$ cat src/rtl/nic_pkg.sv
// Shared constants and the status-word packing for the FIFO-based NIC.
// Address map and status bit positions are shared by RTL and bench.
package nic_pkg;

    localparam logic [1:0] ADDR_IN_DATA  = 2'b00;
    localparam logic [1:0] ADDR_IN_STAT  = 2'b01;
    localparam logic [1:0] ADDR_OUT_DATA = 2'b10;
    localparam logic [1:0] ADDR_OUT_STAT = 2'b11;

    localparam int STAT_NE      = 0;
    localparam int STAT_FULL    = 1;
    localparam int STAT_ERR     = 2;
    localparam int STAT_CNT_LSB = 8;

    // Low 16 bits of a channel status word; callers zero-extend to the data width.
    function automatic logic [15:0] status_word(input logic [7:0] cnt, input logic full,
                                                input logic empty, input logic err);
        logic [15:0] w;
        w = '0;
        w[STAT_NE]               = !empty;
        w[STAT_FULL]             = full;
        w[STAT_ERR]              = err;
        w[STAT_CNT_LSB +: 8]     = cnt;
        return w;
    endfunction

endpackage

$ cat src/rtl/nic_fifo_sync_fifo.sv
// Single-clock FIFO with combinational head output; pushes when full and pops
// when empty are ignored, judged on the count at the start of the cycle.
module sync_fifo #(
    parameter int WIDTH = 64,
    parameter int DEPTH = 4
) (
    input  logic                     clk,
    input  logic                     reset,
    input  logic                     push,
    input  logic                     pop,
    input  logic [WIDTH-1:0]         wdata,
    output logic [WIDTH-1:0]         rdata,
    output logic                     full,
    output logic                     empty,
    output logic [$clog2(DEPTH):0]   count
);

    localparam int AW = $clog2(DEPTH);

    logic [WIDTH-1:0] mem [DEPTH];
    logic [AW-1:0]    wr_ptr_reg;
    logic [AW-1:0]    rd_ptr_reg;
    logic [AW:0]      count_reg;
    logic             do_push;
    logic             do_pop;

    assign full    = (count_reg == (AW+1)'(DEPTH));
    assign empty   = (count_reg == '0);
    assign count   = count_reg;
    assign rdata   = mem[rd_ptr_reg];
    assign do_push = push && !full;
    assign do_pop  = pop && !empty;

    // DEPTH is a power of two, so pointer overflow is the modulo wrap.
    always_ff @(posedge clk) begin
        if (reset) begin
            wr_ptr_reg <= '0;
            rd_ptr_reg <= '0;
            count_reg  <= '0;
        end else begin
            if (do_push)
                wr_ptr_reg <= wr_ptr_reg + 1'b1;
            if (do_pop)
                rd_ptr_reg <= rd_ptr_reg + 1'b1;
            case ({do_push, do_pop})
                2'b10:   count_reg <= count_reg + 1'b1;
                2'b01:   count_reg <= count_reg - 1'b1;
                default: count_reg <= count_reg;
            endcase
        end
    end

    always_ff @(posedge clk) begin
        if (do_push)
            mem[wr_ptr_reg] <= wdata;
    end

endmodule

$ cat src/rtl/nic_fifo.sv
// NIC between one router port and one PE: input and output FIFOs, PE register
// interface with status/sticky errors, and polarity-gated egress to the router.
module nic_fifo
    import nic_pkg::*;
#(
    parameter int DATA_W    = 64,
    parameter int IN_DEPTH  = 4,
    parameter int OUT_DEPTH = 4
) (
    input  logic              clk,
    input  logic              reset,
    input  logic              nicEn,
    input  logic              nicWrEN,
    input  logic [1:0]        addr,
    input  logic [DATA_W-1:0] d_in,
    output logic [DATA_W-1:0] d_out,
    input  logic              net_si,
    input  logic [DATA_W-1:0] net_di,
    output logic              net_ri,
    input  logic              net_ro,
    input  logic              net_polarity,
    output logic              net_so,
    output logic [DATA_W-1:0] net_do
);

    logic [DATA_W-1:0]          in_head, out_head;
    logic                       in_full, in_empty, out_full, out_empty;
    logic [$clog2(IN_DEPTH):0]  in_count;
    logic [$clog2(OUT_DEPTH):0] out_count;

    logic pe_rd, pe_wr;
    logic in_pop_req, in_pop, in_underflow, in_push, in_drop, in_stat_rd;
    logic out_push_req, out_push, out_overflow, out_stat_rd, egress;

    logic in_drop_err_reg, in_drop_err_next;
    logic in_underflow_err_reg, in_underflow_err_next;
    logic out_overflow_err_reg, out_overflow_err_next;
    logic [DATA_W-1:0] d_out_reg, d_out_next;
    logic [DATA_W-1:0] net_do_reg;
    logic              net_so_reg;
    logic [DATA_W-1:0] in_stat, out_stat;

    assign pe_rd        = nicEn && !nicWrEN;
    assign pe_wr        = nicEn && nicWrEN;
    assign in_pop_req   = pe_rd && (addr == ADDR_IN_DATA);
    assign in_stat_rd   = pe_rd && (addr == ADDR_IN_STAT);
    assign out_stat_rd  = pe_rd && (addr == ADDR_OUT_STAT);
    assign out_push_req = pe_wr && (addr == ADDR_OUT_DATA);

    assign in_push      = net_si && !in_full;
    assign in_drop      = net_si && in_full;
    assign in_pop       = in_pop_req && !in_empty;
    assign in_underflow = in_pop_req && in_empty;
    assign out_push     = out_push_req && !out_full;
    assign out_overflow = out_push_req && out_full;
    assign egress       = !out_empty && net_ro && (net_polarity == out_head[DATA_W-1]);

    assign net_ri = !in_full;
    assign d_out  = d_out_reg;
    assign net_do = net_do_reg;
    assign net_so = net_so_reg;

    sync_fifo #(.WIDTH(DATA_W), .DEPTH(IN_DEPTH)) u_in_fifo (
        .clk   (clk),
        .reset (reset),
        .push  (in_push),
        .pop   (in_pop),
        .wdata (net_di),
        .rdata (in_head),
        .full  (in_full),
        .empty (in_empty),
        .count (in_count)
    );

    sync_fifo #(.WIDTH(DATA_W), .DEPTH(OUT_DEPTH)) u_out_fifo (
        .clk   (clk),
        .reset (reset),
        .push  (out_push),
        .pop   (egress),
        .wdata (d_in),
        .rdata (out_head),
        .full  (out_full),
        .empty (out_empty),
        .count (out_count)
    );

    assign in_stat  = DATA_W'(status_word(8'(in_count), in_full, in_empty,
                                          in_drop_err_reg | in_underflow_err_reg));
    assign out_stat = DATA_W'(status_word(8'(out_count), out_full, out_empty,
                                          out_overflow_err_reg));

    // A status read clears its channel's errors, but a fresh error on the same edge wins.
    always_comb begin
        in_drop_err_next      = (in_drop_err_reg && !in_stat_rd) || in_drop;
        in_underflow_err_next = (in_underflow_err_reg && !in_stat_rd) || in_underflow;
        out_overflow_err_next = (out_overflow_err_reg && !out_stat_rd) || out_overflow;
    end

    always_comb begin
        d_out_next = d_out_reg;
        if (in_pop)
            d_out_next = in_head;
        else if (pe_rd && (addr != ADDR_IN_DATA))
            d_out_next = addr[1] ? out_stat : in_stat;
    end

    always_ff @(posedge clk) begin
        if (reset) begin
            in_drop_err_reg      <= 1'b0;
            in_underflow_err_reg <= 1'b0;
            out_overflow_err_reg <= 1'b0;
            d_out_reg            <= '0;
            net_do_reg           <= '0;
            net_so_reg           <= 1'b0;
        end else begin
            in_drop_err_reg      <= in_drop_err_next;
            in_underflow_err_reg <= in_underflow_err_next;
            out_overflow_err_reg <= out_overflow_err_next;
            d_out_reg            <= d_out_next;
            net_so_reg           <= egress;
            if (egress)
                net_do_reg <= out_head;
        end
    end

endmodule

$ cat config.mk
export PLATFORM = sky130hd
export DESIGN_NAME = nic_fifo
export DESIGN_NICKNAME = d
export VERILOG_FILES = /design/src/rtl/nic_pkg.sv /design/src/rtl/nic_fifo_sync_fifo.sv /design/src/rtl/nic_fifo.sv
export SDC_FILE = /design/constraint.sdc
export NUM_CORES = 1
export LEC_CHECK = 0
export BUFFER_PORTS_ARGS = -buffer_cell sky130_fd_sc_hd__buf_2
export CORE_MARGIN = 2
export CORE_UTILIZATION = 60
export CTS_BUF_LIST = sky130_fd_sc_hd__clkbuf_8
export DETAILED_ROUTE_END_ITERATION = 6
export HOLD_SLACK_MARGIN = 0.02
export MAX_ROUTING_LAYER = met4
export PLACE_DENSITY = 0.81
export SETUP_SLACK_MARGIN = 0.5
export SLEW_MARGIN = 10
export SYNTH_ARGS = -nofsm -noshare
export SYNTH_HDL_FRONTEND = slang
export SYNTH_SLANG_ARGS = --single-unit
export TNS_END_PERCENT = 30
$ cat constraint.sdc
create_clock -name clk -period 4.5 [get_ports clk]
set_input_delay 0.45 -clock clk [delete_from_list [all_inputs] [get_ports clk]]
set_output_delay 0.45 -clock clk [all_outputs]
set_load 0.01 [all_outputs]
Yosys cells after proc, flatten, opt, wreduce, memory -nomap -nowiden

Memory sizes are Yosys's and may differ from the RTL's. A register that Yosys moved wholly into a read port is not among the register bits.
Cells that the tools add are included.

Memory bits (writable): 512
Flip-flop bits (word level): 146
Latch bits: 0
Memories kept: 2
Input bits: 137
Output and inout port bits: 130
Logic and storage cells: 85
Bits in read-only memories: 0

Bitwise operators: 1
Div/mod/pow operators: 0
$lt $le $gt $ge: 0
Reductions and logical operators: 39
Multiplexer cells: 13
Add/subtract/negate cells: 8
Shift-type cells: 0
Eq/ne operators: 10
Multipliers: 0

Memory list:

| memory         | depth | width | read ports | clocked after Yosys merged registers in | write ports | RTL line                 | text |
|---|---|---|---|---|---|---|---|
| u_in_fifo.mem  | 4     | 64    | 1          | 1                                       | 1           | nic_fifo_sync_fifo.sv:20 | `logic [WIDTH-1:0] mem [DEPTH];` |
| u_out_fifo.mem | 4     | 64    | 1          | 1                                       | 1           | nic_fifo_sync_fifo.sv:20 |  |

Operators by type and width:

| operator            | count |
|---|---|
| $mux 64             | 2 |
| $logic_and 1x1->1   | 22 |
| $pmux 3 s2          | 2 |
| $mux 11             | 1 |
| $add 2x1->2 const B | 4 |
| $eq 2x2->1 const B  | 4 |
| $mux 2              | 4 |
| $reduce_bool 2->1   | 4 |
| $logic_not 1->1     | 7 |
| $add 3x1->3 const B | 2 |
| $eq 2x1->1 const B  | 3 |
| $eq 3x3->1 const B  | 2 |
| $logic_not 3->1     | 2 |
| $sub 3x1->3 const B | 2 |
| $mux 1              | 4 |
| $logic_or 1x1->1    | 3 |
| $logic_not 2->1     | 1 |
| $eq 1x1->1          | 1 |
| $or 1x1->1          | 1 |

Logic depth before layout (Yosys ltp)

Depth in word-level cells: 7
Depth in mapped cells: 11
Mapped depth without buffers: 9

Cells and area by module

Synthesis repeated with hierarchy kept, for this count alone.

Cell total of the unflattened synthesis: 1318
Area total of the unflattened synthesis: 24207.0 um2

By module, submodules not included:

| module    | sequential area each (um2) | cells each | instances | area an instance (um2) |
|---|---|---|---|---|
| sync_fifo | 7867.5                     | 388        | 2         | 9785.6 |
| nic_fifo  | 2642.5                     | 542        | 1         | 4635.7 |

Worst setup path before layout

OpenSTA, ideal clock, no wires.

Path type: input -> register
Start point: input port addr[1]
End point: memory u_out_fifo.mem[0][0] (enable)
Setup slack: 1.283 ns
Data required time: 4.071 ns
Stages on the path: 4
Arrival: 2.788 ns
Setup time: 0.429 ns
Path buffers: 1
Path through: buf_1 nand4b_1 a21oi_1 and2_1

Word-level cells in the longest chain between the ends: 6

RTL lines:

| what                         | RTL line                 | text |
|---|---|---|
| start: declaration           | nic_fifo.sv:14           | `input logic [1:0] addr,` |
| $eq 2x2->1                   | nic_fifo.sv:48           | `assign out_push_req = pe_wr && (addr == ADDR_OUT_DATA);` |
| $logic_and 1x1->1            | nic_fifo.sv:48           |  |
| $logic_and 1x1->1            | nic_fifo.sv:54           | `assign out_push = out_push_req && !out_full;` |
| $logic_and 1x1->1            | nic_fifo_sync_fifo.sv:31 | `assign do_push = push && !full;` |
| $mux 1                       | nic_fifo_sync_fifo.sv:54 | `if (do_push)` |
| $mux 1 (implied by the code) | nic_fifo_sync_fifo.sv:55 | `mem[wr_ptr_reg] <= wdata;` |
| end: declaration             | nic_fifo_sync_fifo.sv:20 |  |

No other way between the ends.

==> impl_metrics.sql <==
INSERT INTO impl_metrics (metric_group, metric, value, unit) VALUES
('synthesis', 'mappedNetlistNets', '1473', ''),
('worst_setup_path', 'critPathCapture', 'net_do[42]', ''),
('pwr', 'ir_worst_vdd', '0.300', 'mV'),
('worst_setup_path', 'worst-endpoint-arrival', '3.64', 'ns'),
('floorplanning', 'io-pin-count', '267', ''),
('sta', 'final.setup.tns', '0', 'ns'),
('grt', 'grt_first_pass_wirelength', '81.3', 'mm'),
('sta', 'finalHoldViolations', '0', ''),
('synthesis', 'synthFlopType', 'edfxtp_1', ''),
('sta', 'final-max-slew-violation-count', '0', ''),
('cts', 'cts_hold_buffers', '128', ''),
('min_path', 'worstHoldPathType', 'input port to register', ''),
('finish', 'area_growth', '20.8', '%'),
('outcome', 'run_status', 'finished clean', ''),
('sta', 'max_freq', '325', 'MHz'),
('synthesis', 'postSynthCellCount', '1324', ''),
('placed_design', 'finalWeightedCongestion', '0.767', ''),
('route', 'route.vias.total', '13900', ''),
('synthesis', 'syn_area_per_cell', '18.2', 'um2'),
('pwr', 'part_of_the_total_power_dissipated_in_combinational_logic', '0.052', ''),
('cts', 'tritoncts', 'done', ''),
('grt', 'first_global_vias', '14700', ''),
('worst_setup_path', 'worst-r2r-cell-count', '5', ''),
('finish', 'post_route_cells_drive_above_1_share', '0.308', ''),
('synthesis', 'synth.yosys.warnings', '0', ''),
('worst_setup_path', 'critPathMaxFanout', '28', ''),
('placed_design', 'placement.io_buffers', '266', ''),
('synthesis', 'netlist-cell-type-count', '49', ''),
('cts', 'clkSlewWorstSetupHoldPaths', '0.06', 'ns'),
('pwr', 'power', '12.0', 'mW'),
('sta', 'fin_skew', '0.0426', 'ns'),
('cts', 'total_clock_buffers_created_by_cts', '101', ''),
('cts', 'post_cts_resized', '0', ''),
('finish', 'filler_cell_count', '2295', ''),
('pwr', 'power_per_cell_area', '411', 'nW/um2'),
('floorplanning', 'core_area', '39700', 'um2'),
('synthesis', 'netlist.top_cell.by_area', 'edfxtp_1', ''),
('pwr', 'switchingPower', '2.67', 'mW'),
('sta', 'finalWorstPathRequiredPeriod', '3.08', 'ns'),
('route', 'routed_via_density', '5.88', ''),
('grt', 'aggregate_global_route_resource_usage', '0.265', ''),
('flow_run', 'maxCapViolCount', '0', ''),
('finish', 'top_regs', 'u_in_fifo.mem (256), u_out_fifo.mem (256)', ''),
('placed_design', 'place_ws', '1.42', 'ns'),
('synthesis', 'synth_top_cell_area_share', '0.636', ''),
('sta', 'tightest_slew', '1.03', 'ns'),
('route', 'avgRoutedWirePerCell', '22.4', 'um'),
('finish', 'nets_finish', '1903', ''),
('pwr', 'power.switching_fraction', '0.222', ''),
('floorplanning', 'rows', '73', ''),
('route', 'drt_iter0_drc', '1251', ''),
('route', 'drtAntennaViolNets', '0', ''),
('worst_setup_path', 'critical_path_type', 'register to register', ''),
('pwr', 'internal_power', '9.33', 'mW'),
('sta', 'final_setup_violation_count', '0', ''),
('pwr', 'power.clock.fraction', '0.381', ''),
('finish', 'multi_input_combinational_cell_area', '5420', 'um2'),
('sta', 'max_slew_margin_vs_limit', '0.310', ''),
('grt', 'overflow', '0', ''),
('floorplanning', 'starting_density', '0.608', ''),
('route', 'drt_pre_antenna_iters', '7', ''),
('synthesis', 'post_synth_main_area_contributors', 'edfxtp_1, dfxtp_1, mux4_2, a22oi_1, a21oi_1', ''),
('cts', 'clkSinkCount', '662', ''),
('synthesis', 'ys_async_sr_fraction', '0', ''),
('grt', 'pin_count_of_the_biggest_net_entering_global_routing', '69', ''),
('worst_setup_path', 'destination_of_the_worst_register_to_register_timing_path', 'net_do[42]', ''),
('synthesis', 'synth-seq-area-share', '0.761', ''),
('placed_design', 'place_hpwl', '29.4', 'mm'),
('cts', 'cts.repair_timing.setup_buffer_count', '0', ''),
('synthesis', 'synth.ff_latch_count', '662', ''),
('cts', 'ctsRootBufferMaster', 'clkbuf_8', '');
==> worst max-delay path: stages (launching register included) <==
cell	delay (ns)
dfxtp_4	0.69
mux4_2	0.71
xnor2_4	0.80
buf_4	0.44
nand3_1	0.15
a21oi_1	0.19
==> placed cells by master (no fill, tap or decap), types with 5 or more instances in the layout <==
master and count:
edfxtp_1 512, buf_2 265, dfxtp_1 146, mux4_2 128, dlygate4sd3_1 128, clkbuf_8 113, a21oi_1 78, nor2_1 77
o21ai_0 71, nand3_1 66, inv_1 60, a22oi_1 58, buf_4 21, nand2_1 12, clkinv_2 11, ha_1 10
clkinv_1 10, diode_2 5, or3_1 5, xnor2_1 5
==> how the worst min path moves through the flow <==
stage	slack, ns	to	from	depth (start not counted)
after global placement	0.45	d_out[8]	d_out[8]	2
after detailed placement	0.45	d_out[9]	d_out[9]	2
after floorplan	0.44	out_overflow_err_reg	out_overflow_err_reg	2
final	0.11	in_underflow_err_reg	addr[0]	2
after CTS	0.04	in_underflow_err_reg	addr[0]	2
after global routing	0.07	in_underflow_err_reg	addr[0]	2
==> power by group through the flow <==
stage	Clock (mW)	Combinational (mW)	Sequential, mW
6_report	4.57	0.626	6.80
5_1_grt	4.91	0.676	6.81
4_1_cts	4.62	0.622	6.80
3_5_place_dp	0	0.527	6.93
3_3_place_gp	0	0.506	6.92
2_1_floorplan	0	0.298	6.92
==> cell families (layout without fill, tap and decap cells) <==
group           Yosys count  in the layout  share of synthesized area
flops                   662            662                      0.761
compound gates          223            223                     0.0542
simple gates            184            184                     0.0355
mux                     131            131                      0.121
buf+inv                 101            616                     0.0175
fa+ha+maj                12             12                    0.00684
xor+xnor                 11             11                    0.00461
other cells               0              5                          0
==> layout make-up <==
type / count / share of cell area
multi-input cells: 561 / 0.186
well taps: 525 / 0.0225
clock inverters: 75 / 0.0116
inverters: 14 / 0.00180
diodes: 5 / 0.000429
repair buffers: 414 / 0.0947
flip-flops and latches: 662 / 0.630
clock buffers: 113 / 0.0533
==> per-layer routing <==
layer | share of wire | GRT usage | wire length, um
met5 | 0 | - | 0
met1 | 0.39 | 0.334 | 20800
met4 | 0.039 | 0.122 | 2050
met3 | 0.064 | 0.0453 | 3420
met2 | 0.51 | 0.425 | 26800
==> stage by stage <==
| step | util | std cells | instance area (um2) | hold slack, ns |
|---|---|---|---|---|
| 6_report | 0.735 | 2369 | 29200 | 0.111 |
| 5_1_grt | 0.735 | 2369 | 29200 | 0.0743 |
| 4_1_cts | 0.734 | 2364 | 29200 | 0.0379 |
| 3_5_place_dp | 0.654 | 2048 | 26000 | 0.455 |
| 3_3_place_gp | 0.654 | 2048 | 26000 | 0.446 |
| 2_1_floorplan | - | 1324 | 24200 | 0.441 |
Power figures use the tool's default switching activity.
